$ cat config.mk
export PLATFORM = sky130hd
export DESIGN_NAME = instr_queue
export DESIGN_NICKNAME = d
export VERILOG_FILES = /design/src/rtl/instr_queue.sv
export SDC_FILE = /design/constraint.sdc
export NUM_CORES = 2
export LEC_CHECK = 0
export ABC_AREA = 0
export BUFFER_PORTS_ARGS = -buffer_cell sky130_fd_sc_hd__buf_2
export CORE_UTILIZATION = 40
export DETAILED_ROUTE_END_ITERATION = 8
export PLACE_DENSITY = 0.55
export SLEW_MARGIN = 10
export SYNTH_ARGS = -nofsm -noshare
export SYNTH_HDL_FRONTEND = slang
export SYNTH_SLANG_ARGS = --single-unit
$ cat constraint.sdc
create_clock -name clk -period 6.5 [get_ports clk]
set_input_delay 1.3 -clock clk [delete_from_list [all_inputs] [get_ports clk]]
set_output_delay 1.3 -clock clk [all_outputs]
set_load 0.01 [all_outputs]
$ cat src/rtl/instr_queue.sv
// instr_queue: circular FIFO of decoded control words plus rvfi sideband between
// decode and dispatch. Same-cycle ld_iq/iq_ack on the write side, valid/ready on
// the read side. A flush empties the queue in one cycle.
module instr_queue #(
  parameter int unsigned DEPTH      = 8,
  parameter int unsigned CW_WIDTH   = 128,
  parameter int unsigned RVFI_WIDTH = 160
) (
  input  logic                    clk,
  input  logic                    rst,
  input  logic                    flush,
  input  logic                    ld_iq,
  input  logic [CW_WIDTH-1:0]     cw_in,
  input  logic [RVFI_WIDTH-1:0]   rvfi_in,
  output logic                    iq_ack,
  input  logic                    deq_rdy,
  output logic                    deq_valid,
  output logic [CW_WIDTH-1:0]     cw_out,
  output logic [RVFI_WIDTH-1:0]   rvfi_out,
  output logic                    full,
  output logic                    empty,
  output logic [$clog2(DEPTH):0]  count,
  output logic [31:0]             stall_cycles
);

  localparam int unsigned PtrW = $clog2(DEPTH);
  localparam int unsigned CntW = PtrW + 1;

  logic [CW_WIDTH-1:0]   cw_mem_q   [DEPTH];
  logic [RVFI_WIDTH-1:0] rvfi_mem_q [DEPTH];

  logic [PtrW-1:0] head_q, head_d;
  logic [PtrW-1:0] tail_q, tail_d;
  logic [CntW-1:0] count_q, count_d;
  logic [31:0]     stall_q, stall_d;
  logic            deq;

  // Handshakes: iq_ack deliberately ignores deq_rdy, so a full queue rejects
  // an enqueue even when the head is leaving in the same cycle.
  always_comb begin
    full      = (count_q == CntW'(DEPTH));
    empty     = (count_q == '0);
    iq_ack    = ld_iq & ~full & ~flush;
    deq_valid = ~empty;
    deq       = deq_valid & deq_rdy & ~flush;
    cw_out    = cw_mem_q[head_q];
    rvfi_out  = rvfi_mem_q[head_q];
    count        = count_q;
    stall_cycles = stall_q;
  end

  // Next-state for pointers, occupancy and the saturating stall counter.
  always_comb begin
    head_d  = head_q;
    tail_d  = tail_q;
    count_d = count_q;
    stall_d = stall_q;
    if (flush) begin
      head_d  = '0;
      tail_d  = '0;
      count_d = '0;
    end else begin
      if (iq_ack) tail_d = tail_q + 1'b1;
      if (deq)    head_d = head_q + 1'b1;
      if (iq_ack && !deq) begin
        count_d = count_q + 1'b1;
      end else if (!iq_ack && deq) begin
        count_d = count_q - 1'b1;
      end
    end
    // Flush cycles with ld_iq held count as stalls too.
    if (ld_iq && !iq_ack && (stall_q != '1)) stall_d = stall_q + 32'd1;
  end

  // Control state register.
  always_ff @(posedge clk) begin
    if (rst) begin
      head_q  <= '0;
      tail_q  <= '0;
      count_q <= '0;
      stall_q <= '0;
    end else begin
      head_q  <= head_d;
      tail_q  <= tail_d;
      count_q <= count_d;
      stall_q <= stall_d;
    end
  end

  // Entry storage: cleared by reset only; flush leaves contents in place.
  always_ff @(posedge clk) begin
    if (rst) begin
      for (int i = 0; i < int'(DEPTH); i++) begin
        cw_mem_q[i]   <= '0;
        rvfi_mem_q[i] <= '0;
      end
    end else if (iq_ack) begin
      cw_mem_q[tail_q]   <= cw_in;
      rvfi_mem_q[tail_q] <= rvfi_in;
    end
  end

endmodule

== Yosys cells after proc, flatten, opt, wreduce, memory -nomap -nowiden ==
Memory sizes are Yosys's and may differ from the RTL's. A register that Yosys moved wholly into a read port is not among the register bits.
Index checks and enable logic that the tools add are counted.

* Register bits after elaboration: 42
* Latch bits: 0
* RAM bits: 2,304
* Bits in read-only memories: 0
* Input bits: 293
* Output and inout bits: 328
* Word-level logic and storage cells: 48
* Memories kept: 2

* Add/subtract/negate cells: 5
* Multipliers: 0
* Div/mod/pow operators: 0
* $lt $le $gt $ge: 0
* Equality and inequality tests: 2
* Shift operators: 0
* Muxes and demuxes: 17
* Bitwise logic cells: 7
* Reductions and logical operators: 11

{| class="wikitable"
|+ Memory list
! memory !! depth !! bits a word !! rd ports !! clocked after Yosys merged registers in !! wr ports !! RTL line !! RTL
|-
| rvfi_mem_q || 8 || 160 || 1 || 1 || 8 || 30 || <nowiki>logic [RVFI_WIDTH-1:0] rvfi_mem_q [DEPTH];</nowiki>
|-
| cw_mem_q || 8 || 128 || 1 || 1 || 8 || 29 || <nowiki>logic [CW_WIDTH-1:0] cw_mem_q [DEPTH];</nowiki>
|}

{| class="wikitable"
|+ Operators with widths
! cell !! count
|-
| 160-bit two-way mux || 1
|-
| 160-bit OR reduction || 1
|-
| 128-bit two-way mux || 1
|-
| 128-bit OR reduction || 1
|-
| 32-bit by 1-bit adder with 32-bit output (second input constant) || 1
|-
| 32-bit != test (second input constant) || 1
|-
| 3-bit two-way mux || 6
|-
| 4-bit two-way mux || 2
|-
| 1-bit two-way mux || 7
|-
| 3-bit by 1-bit adder with 3-bit output (second input constant) || 2
|-
| 4-bit by 1-bit adder with 4-bit output (second input constant) || 1
|-
| 1-bit AND || 4
|-
| 4-bit == test (second input constant) || 1
|-
| 1-bit logical AND || 4
|-
| 4-bit zero test || 1
|-
| 4-bit by 1-bit subtractor with 4-bit output (second input constant) || 1
|-
| 1-bit NOT || 3
|-
| 1-bit zero test || 2
|-
| 2-bit nonzero test || 1
|-
| 2-bit OR reduction || 1
|}

== Depth between registers and ports, before layout ==
* Word-level depth: 9
* Depth in mapped cells: 11
* Gate-level depth less buffers: 11

== Least setup slack after synthesis ==
Ideal clock, no wire load.

* Kind: input-to-reg
* Start point: input flush
* End point: memory cw_mem_q[1][0], enable pin
* Setup time: 0.531 ns
* Arrival: 6.030 ns
* Data required time: 5.969 ns
* Setup slack: -0.060 ns
* Stages on the path: 6
* Path buffers: 2
* Cells stage by stage: or2_1 > or3_1 > buf_2 > nor3_4 > clkbuf_1 > or2_2

{| class="wikitable"
|+ RTL lines
! item !! RTL line !! RTL
|-
| start: declaration || 11 || <nowiki>input logic flush,</nowiki>
|-
| end: declaration || 29 ||
|}

==> impl_results.md <==
- Outcome: complete, no violations
- CTS clock-pin slew for the worst setup and hold paths: 0.06 ns
- CP Max Fanout: 33
- Asr flop ratio synth: 0
- Syn Area/Cell: 16.86 um^2
- Critical Path End Type: output pin
- Std cell rows: 186
- Routability Congestion: 0.7796
- Clock Path Buffers: 4
- Crit Path Class: flip-flop to output pin
- FF+latch count, synth: 2349
- Hold path depth: 2
- Maxcap violations: 0
- Peak supply drop: 0.2405 mV
- IO Port Bufs: 620
- Post-DP HPWL: 154400 um
- Crit path DAT: 3.77 ns
- Starting Density: 0.4033
- Max_slew headroom: 0.2335
- CORE AREA: 0.2574 mm^2
- Clock sink total: 2349
- Synth Instances: 6157
- Main flop type after synthesis: edfxtp_1
- DRC Markers: 0
- Warnings, synthesis: 0
- Vias in the first global route: 58156
- Die Y-Extent: 511.4 um
- Fin cells: 10382
- R2r endpoint: cw_mem_q[4][62]
- Largest net degree at the start of global routing: 151
- Tmin final: 5.066 ns
- Unrepaired setup endpoints after global routing: no
- Net count after synthesis: 6457
- Worst Reg-to-Reg Cells: 6
- P per Cell Area: 281.5 mW/mm^2
- Clk Latency, worst-skew pair: 0.93 ns
- Worst Setup Start Kind: flip-flop
- Final hold vios: 0
- Cts bufs inserted: 278
- Share of cells above drive strength 1: 0.2886
- DIE AREA: 0.2616 mm^2
- Final wirelength: 284200 um
- Ranking of synthesized cells by area: edfxtp_1, and2_1, mux4_2, mux2_2, clkbuf_1
- Post-CTS Hold Fix Bufs: 0
- Worst reg-to-reg setup slack: 2.88 ns
- Post-synthesis cell type count: 54
- Seq/Total Area, Yosys: 0.6752
- Final-report max-slew violation count: 0
- Clk root buf: clkbuf_16
- Clock tree from TritonCTS: built
- Initial antenna violation count: 119
- Slew @ Worst Pin: 1.150 ns
- Antenna Nets Post-Route: 0
- Routed vias: 55585
- Most frequent cells in the layout: and2_1, edfxtp_1, buf_2, mux4_2, mux2_2
- Layout area overhead: 15.37%
- CP Cell Sequence: buf_12 > buf_12 > mux4_2 > mux2_2 > buf_2
- EDFF count, synth: 2304
- Critical path required time: 5.20 ns
- Total track usage: 0.2154
- Post-cts sizing count: 0
- Max incr delay on CP: 1.06 ns
- Post-CTS setup buffers: 0
- Min-Delay Path Class: flip-flop to flip-flop
- Final Cycle Share: 0.7793
- Synth area leader: edfxtp_1
- # IOs: 621
- Total grt overflow: 0
- DR pass1 iterations: 5
- Post-Syn Area: 0.1038 mm^2
- DR iter-0 viols: 4345
- Leakage: 43.41 nW
- Leading cell type in the layout, fill and taps excluded: and2_1
- H-Tree Level Count: 5
- Maximum clock frequency: 197.4 MHz
- R2r startpoint: count[0]
- Top cell by count, worst path: buf_12
- Final setup fails: 0
- First-pass GRT wire length: 410600 um
- Top cell type's share of synthesized area: 0.6665
- HP Start: head_q[0]
- Die width: 511.4 um
- NumNets Final: 7088
- Critical-path top delay cell: dfxtp_4
- Sum Neg Setup Slack: 0 ns
- Vias per cell: 5.354
- Wire per inst: 27.37 um
- Cells after DPL: 9892
- Final Skew: 0.09746 ns
-- how the worst max path moves through the flow --
stage                    from               to  slack, ns  depth (start not counted)
global route        flip-flop       cw_out[51]       1.24                          5
CTS                 flip-flop       cw_out[51]       1.26                          5
floorplan               flush   cw_mem_q[6][0]       0.15                          6
detailed placement        rst  cw_mem_q[4][81]       1.34                          7
finish              flip-flop       cw_out[51]       1.43                          5
global placement          rst  cw_mem_q[4][78]       1.36                          7
-- report_power, final --
part	total [mW]	switching (mW)	internal, mW
sequential	17.3	0.155	17.2
combinational	2.07	1.24	0.829
clock	14.3	5.99	8.35
total	33.7	7.39	26.3
-- cells by family (layout without fill, tap and decap cells) --
| kind of cell | count (synthesis) | in the layout | synth area share |
|---|---|---|---|
| adders and majority gates | 7 | 7 | 0.0009160 |
| buffers and inverters | 426 | 1234 | 0.01646 |
| muxes | 868 | 868 | 0.1566 |
| other | 0 | 33 | 0 |
| xor gates and xnor gates | 14 | 14 | 0.001181 |
| DFF | 2349 | 2349 | 0.6752 |
| AOI/OAI and AO/OA | 61 | 61 | 0.003845 |
| and+or+nand+nor | 2432 | 2432 | 0.1458 |
-- worst max-delay path, delay by kind of cell (launching register included) --
kind | cells | cell delay [ns]
flops | 1 | 1.06
mux | 2 | 0.88
buf+inv | 3 | 0.83
-- cell usage after synthesis (all sizes together) (2+ instances only) --
cell and number:
nor3 7, xor2 6, nand4 10, and3 2, dfxtp 45, mux2 289
nor2 36, inv 9, ha 6, buf 93, or4 6, and4 3
mux2i 3, xnor2 8, a2111oi 3, o31ai 5, mux4 576, nand3 11
or2 10, nor4 2, o2111ai 2, or3 19, o21ai 18, a31o 2
clkbuf 324, edfxtp 2304, nand2 15, and2 2306, a21oi 25
-- metrics by stage --
step                      power [mW]  utilization  setup WS (ns)  hold WS, ns  cell area, um^2
after CTS                      34.09       0.4650          1.262       0.4859           119700
after floorplan                18.70            -         0.1455       0.4847           103800
after global routing           34.75       0.4651          1.241       0.5512           119700
after global placement         19.70       0.4334          1.359       0.4825           111500
final                          33.72       0.4653          1.435       0.4823           119800
after detailed placement       19.74       0.4334          1.338       0.4988           111500
-- cell type report --
| class | count | area (um^2) |
|---|---|---|
| multi-input combinational | 3382 | 32080 |
| fill | 22274 | 137600 |
| timing repair buffer | 768 | 5102 |
| antenna | 33 | 82.58 |
| inverter | 9 | 33.78 |
| sequential | 2349 | 70100 |
| clock buffer | 339 | 7302 |
| tap | 3384 | 4234 |
| clock inverter | 118 | 833.3 |
-- registers in the layout, indices dropped and copies added (netlist names), named ones only --
signal / cells
head_q: 3
cw_mem_q: 1024
rvfi_mem_q: 1280
count: 4
tail_q: 3
stall_cycles: 32
-- per-layer routing --
| layer | track usage | wire (um) |
|---|---|---|
| met1 | 0.2767 | 117200 |
| met3 | 0.06307 | 21530 |
| met4 | 0.06181 | 8147 |
| met5 | 0 | 726 |
| met2 | 0.3534 | 136600 |
Power figures use the tool's default switching activity.
